### config.mk
export PLATFORM = sky130hd
export DESIGN_NAME = fetch_unit
export DESIGN_NICKNAME = d
export VERILOG_FILES = /design/src/rtl/fetch_unit.sv
export SDC_FILE = /design/constraint.sdc
export NUM_CORES = 1
export LEC_CHECK = 0
export CORE_AREA = 10 10 161 118
export DETAILED_ROUTE_END_ITERATION = 16
export DIE_AREA = 0 0 171 128
export GPL_ROUTABILITY_DRIVEN = 0
export GPL_TIMING_DRIVEN = 0
export PLACE_DENSITY = 0.8
export SLEW_MARGIN = 15
export SYNTH_ARGS = -nofsm -noshare
export SYNTH_HDL_FRONTEND = slang
export SYNTH_SLANG_ARGS = --single-unit
### constraint.sdc
create_clock -name clk -period 6.5 [get_ports clk]
set_input_delay 1.3 -clock clk [delete_from_list [all_inputs] [get_ports clk]]
set_output_delay 1.3 -clock clk [all_outputs]
set_load 0.01 [all_outputs]
### src/rtl/fetch_unit.sv
// Instruction fetch: owns the PC, issues one outstanding imem read at a time,
// buffers returned words in a head+skid queue and flushes on redirect.
module fetch_unit #(
    parameter logic [31:0] RESET_PC  = 32'h0000_0000,
    parameter logic [31:0] NOP_INSTR = 32'h0000_0013
) (
    input  logic        clk,
    input  logic        rst,
    input  logic        redirect,
    input  logic [31:0] PCTarget,
    input  logic        stall,
    output logic        imemReq,
    output logic [31:0] imemAddr,
    input  logic        imemGnt,
    input  logic        imemRValid,
    input  logic [31:0] imemRData,
    output logic        instrValid,
    output logic [31:0] instr,
    output logic [31:0] instrPC,
    output logic [6:0]  OPCode,
    output logic [2:0]  funct3,
    output logic        funct7
);

    typedef enum logic [1:0] {IDLE, REQ, WAIT} state_t;

    state_t      state_q, state_d;
    logic [31:0] pc_q, pc_d;
    logic [31:0] req_pc_q, req_pc_d;
    logic        discard_q, discard_d;
    logic        head_vld_q, head_vld_d;
    logic [31:0] head_instr_q, head_instr_d;
    logic [31:0] head_pc_q, head_pc_d;
    logic        skid_vld_q, skid_vld_d;
    logic [31:0] skid_instr_q, skid_instr_d;
    logic [31:0] skid_pc_q, skid_pc_d;

    logic [31:0] target;
    logic        rsp_take;
    logic        consume;

    // Issue is gated only by queue space, never by stall.
    assign imemReq  = (state_q == REQ) && !(head_vld_q && skid_vld_q);
    assign imemAddr = pc_q;
    assign target   = {PCTarget[31:2], 2'b00};
    assign rsp_take = (state_q == WAIT) && imemRValid && !discard_q && !redirect;
    assign consume  = head_vld_q && !stall;

    always_comb begin
        state_d   = state_q;
        pc_d      = pc_q;
        req_pc_d  = req_pc_q;
        discard_d = discard_q;
        case (state_q)
            IDLE: state_d = REQ;
            REQ: begin
                if (imemReq && imemGnt) begin
                    state_d  = WAIT;
                    req_pc_d = pc_q;
                    if (redirect) discard_d = 1'b1;
                    else          pc_d      = pc_q + 32'd4;
                end
            end
            WAIT: begin
                if (imemRValid) begin
                    state_d   = REQ;
                    discard_d = 1'b0;
                end else if (redirect) begin
                    discard_d = 1'b1;
                end
            end
            default: state_d = IDLE;
        endcase
        if (redirect) pc_d = target;
    end

    always_comb begin
        head_vld_d   = head_vld_q;
        head_instr_d = head_instr_q;
        head_pc_d    = head_pc_q;
        skid_vld_d   = skid_vld_q;
        skid_instr_d = skid_instr_q;
        skid_pc_d    = skid_pc_q;
        if (redirect) begin
            head_vld_d   = 1'b0;
            head_instr_d = NOP_INSTR;
            skid_vld_d   = 1'b0;
        end else if (consume) begin
            if (skid_vld_q) begin
                head_instr_d = skid_instr_q;
                head_pc_d    = skid_pc_q;
                skid_vld_d   = rsp_take;
                skid_instr_d = imemRData;
                skid_pc_d    = req_pc_q;
            end else if (rsp_take) begin
                head_instr_d = imemRData;
                head_pc_d    = req_pc_q;
            end else begin
                head_vld_d   = 1'b0;
                head_instr_d = NOP_INSTR;
            end
        end else if (rsp_take) begin
            if (!head_vld_q) begin
                head_vld_d   = 1'b1;
                head_instr_d = imemRData;
                head_pc_d    = req_pc_q;
            end else begin
                skid_vld_d   = 1'b1;
                skid_instr_d = imemRData;
                skid_pc_d    = req_pc_q;
            end
        end
    end

    always_ff @(posedge clk or posedge rst) begin
        if (rst) begin
            state_q      <= IDLE;
            pc_q         <= RESET_PC;
            req_pc_q     <= RESET_PC;
            discard_q    <= 1'b0;
            head_vld_q   <= 1'b0;
            head_instr_q <= NOP_INSTR;
            head_pc_q    <= RESET_PC;
            skid_vld_q   <= 1'b0;
        end else begin
            state_q      <= state_d;
            pc_q         <= pc_d;
            req_pc_q     <= req_pc_d;
            discard_q    <= discard_d;
            head_vld_q   <= head_vld_d;
            head_instr_q <= head_instr_d;
            head_pc_q    <= head_pc_d;
            skid_vld_q   <= skid_vld_d;
        end
    end

    // Skid payload is qualified by skid_vld_q, so it needs no reset.
    always_ff @(posedge clk) begin
        skid_instr_q <= skid_instr_d;
        skid_pc_q    <= skid_pc_d;
    end

    assign instrValid = head_vld_q;
    assign instr      = head_instr_q;
    assign instrPC    = head_pc_q;
    assign OPCode     = head_instr_q[6:0];
    assign funct3     = head_instr_q[14:12];
    assign funct7     = head_instr_q[30];

endmodule

==> qor.json <==
{
  "synth_top_area_cell": "sky130_fd_sc_hd__dfrtp_1",
  "grt_start_max_net_pins": 86,
  "drc_errors": 0,
  "grt.overflow.total": 0,
  "io_port_bufs": 172,
  "path_clk_slew_ns": 0.07,
  "tritoncts": "built",
  "ioPinCount": 179,
  "cts-buffers-inserted": 17,
  "layout.core_utilization_pct": 67.13,
  "sequentialPowerShare_pct": 47.6,
  "cp_common_cell": "sky130_fd_sc_hd__clkbuf_1",
  "asyncSetResetFlopFracSynth_pct": 67.20,
  "ys_ff_latch": 189,
  "postSynthAreaPerCell_um2": 12.07,
  "ranking_of_synthesized_cells_by_area": "sky130_fd_sc_hd__dfrtp_1, sky130_fd_sc_hd__edfxtp_1, sky130_fd_sc_hd__mux2i_1",
  "syn_area_mm2": 0.008018,
  "post-synth-top-count-cell": "sky130_fd_sc_hd__dfrtp_1",
  "width_of_the_die_um": 171,
  "number_of_antenna_violations_at_the_first_check_in_global_routing": 0,
  "num-fill-cells": 1189,
  "syn-instance-count": 664,
  "slew_headroom_pct": 35.59,
  "total_leakage_power_nw": 4.609,
  "finalNetCount": 934,
  "die_area_mm2": 0.02189,
  "p_sw_share_pct": 27.52,
  "placed_cells_incl_taps": 1049,
  "max_cap_viol_count": 0,
  "min_from": "req_pc_q[3]",
  "final_period_minus_worst_setup_slack_ns": 3.659,
  "cts.repair.resized": 0,
  "internal_power_mw": 2.439,
  "endpoints_failing_hold": 0,
  "floorplan.rows": 39,
  "outcome": "finished, final reports clean",
  "max_clock_freq_ghz": 0.2733,
  "postCtsHoldBufs": 0,
  "end_kind": "flop",
  "clock_skew_after_layout_ns": 0.01028,
  "power_frac_comb_pct": 20.5,
  "timing.critical_path.from_type": "primary input",
  "clock_power_share_pct": 31.9,
  "avgRoutedWirePerCell_um": 20.51,
  "antennaDiodeCount": 0,
  "r2r_setup_slack_ns": 4.00,
  "final_max_slew_violation_count": 0,
  "syn_to_final_growth_pct": 34.00,
  "die_h_um": 128,
  "timing.critical_path.slowest_stage_cell": "sky130_fd_sc_hd__clkdlybuf4s50_1",
  "track_usage_pct": 20.11,
  "critPathBufInv": 6,
  "vdd.ir_drop.worst_uv": 168.0,
  "first_iter_violations": 615,
  "worst_skew_pair.late_latency_ns": 0.43,
  "vias": 6166,
  "critical_path_required_ns": 6.69,
  "fin_area_mm2": 0.01074,
  "viasPerCell": 5.704,
  "slowest_delay_ns": 0.63,
  "period_share_pct": 56.29,
  "worstHoldPathType": "reg -> reg",
  "placement.cell_area_mm2": 0.01014,
  "core-area_mm2": 0.01601,
  "critPathTopFamily": "buffers and inverters",
  "ys_seq_area_share_pct": 62.91,
  "timing.critical_path.fanout_max": 17,
  "synth.top_cell.area_share_pct": 38.70,
  "final-instance-count-excl-fill": 1081,
  "cts_root_buffer": "sky130_fd_sc_hd__clkbuf_16",
  "h-tree-depth": 4,
  "hold_path_depth": 0,
  "netlist-cell-type-count": 46,
  "timing.rr.start": "state_q[1]",
  "worst_r2r_path_depth": 6,
  "synthTopCellsByCount": "sky130_fd_sc_hd__dfrtp_1, sky130_fd_sc_hd__nand2_1, sky130_fd_sc_hd__o21ai_0",
  "ys_warn_count": 0,
  "setup_viol": 0,
  "critical_path.cell_chain": "clkdlybuf4s50_1 -> clkbuf_1 -> clkbuf_1 -> buf_1 -> nor3_4 -> buf_8 -> buf_16",
  "first_pass_grt_wire_length_mm": 34.38,
  "cts.sink_count": 189,
  "wirelength_mm": 22.17,
  "capturing_point_of_the_worst_reg2reg_path": "instrPC[14]",
  "worst_slew_pin_slew_ns": 0.9603,
  "min_delay_worst_endpoint": "skid_pc_q[3]",
  "crit_path_start": "redirect",
  "clock_tree.buffer_depth": 2,
  "drive_gt1_share_pct": 10.27,
  "net-switching-power_mw": 0.9261,
  "place_hpwl_mm": 15.83,
  "floorplan.initialDensity_pct": 50.09,
  "post-cts-setup-buffer-count": 0,
  "timing_worst_setup_path_type": "in -> reg",
  "synth_enable_flop_cells": 62,
  "worst_slack_ns": 2.841,
  "drt_pre_antenna_iters": 9,
  "setup_slack_placement_ns": 2.434,
  "power_density_mw_per_mm2": 313.2,
  "via_count_of_the_first_global_routing_pass": 6111,
  "grt_setup_unrepaired": "false",
  "synth_top_flop_cell": "sky130_fd_sc_hd__dfrtp_1",
  "critical_path_arrival_ns": 3.85,
  "route.antenna.remaining_nets": 0
}
-- flip-flops by register name, indices dropped and copies added (netlist names) --
signal        count
skid_vld_q        1
instrPC          30
discard_q         1
req_pc_q         30
skid_instr_q     32
state_q           2
instr            32
imemAddr         30
instrValid        1
skid_pc_q        30
-- worst max-delay path by stage --
| stage | cells after the start | end | slack (ns) |
|---|---|---|---|
| after global routing | 7 | skid_instr_q[0] | 2.74 |
| final | 7 | skid_instr_q[27] | 2.84 |
| after global placement | 5 | skid_instr_q[17] | -0.45 |
| after CTS | 7 | skid_instr_q[0] | 2.88 |
| after detailed placement | 7 | skid_instr_q[17] | 2.43 |
| after floorplan | 4 | skid_instr_q[0] | 1.66 |
-- metrics by stage --
step                hold slack [ns]  total power [mW]  TNS, ns
detailed placement           0.4611             2.311        0
finish                       0.4693             3.365        0
global placement             0.4581             2.278   -28.34
floorplan                    0.4409             1.934        0
CTS                          0.4698             3.387        0
global route                 0.4885             3.522        0
-- kinds of logic (layout without fill, tap and decap cells) --
kind of cell	after synthesis	in the layout	synth area share (%)
compound gates	127	127	9.238
other cells	1	4	0.04677
mux	90	90	11.69
simple gates	187	187	11.50
fa+ha+maj	1	1	0.1560
flops	189	189	62.91
xor+xnor	5	5	0.5463
buf+inv	64	273	3.917
-- power groups by stage --
stage	Clock [mW]	Combinational, mW	Sequential (mW)
after global routing	1.14	0.754	1.63
after detailed placement	0	0.688	1.62
after CTS	1.09	0.697	1.60
after global placement	0	0.668	1.61
final	1.07	0.689	1.60
after floorplan	0	0.323	1.61
-- layer usage --
layer  global-route usage, %  up-vias  routed length, um
met2                   30.59      342               9915
met4                   5.609        0                335
li1                        -     2819                  -
met1                   26.83     2974               9598
met3                   6.923       31               2321
met5                       0        -                  0
-- layout by cell type (no fill, tap or decap), types with 17 or more instances in the layout --
master | netlist | final
sky130_fd_sc_hd__clkdlybuf4s50_1 | 0 | 172
sky130_fd_sc_hd__dfrtp_1 | 124 | 124
sky130_fd_sc_hd__nand2_1 | 84 | 84
sky130_fd_sc_hd__o21ai_0 | 75 | 75
sky130_fd_sc_hd__edfxtp_1 | 62 | 62
sky130_fd_sc_hd__mux2i_1 | 61 | 61
sky130_fd_sc_hd__clkbuf_1 | 32 | 34
sky130_fd_sc_hd__mux2_2 | 29 | 29
sky130_fd_sc_hd__nor2_1 | 22 | 22
sky130_fd_sc_hd__nand3_1 | 20 | 20
sky130_fd_sc_hd__clkbuf_16 | 0 | 17
-- area by class of cell --
cell class | count | area, um2 | share of cell area (%)
tap | 205 | 256.5 | 2.387
buffer | 53 | 272.8 | 2.539
clock buffer | 20 | 446.7 | 4.157
multi-input combinational | 414 | 2683 | 24.97
inverter | 11 | 46.29 | 0.4309
sequential | 189 | 5044 | 46.94
clock inverter | 12 | 161.4 | 1.502
timing repair buffer | 177 | 1834 | 17.07
(Power assumes the default switching activity.)
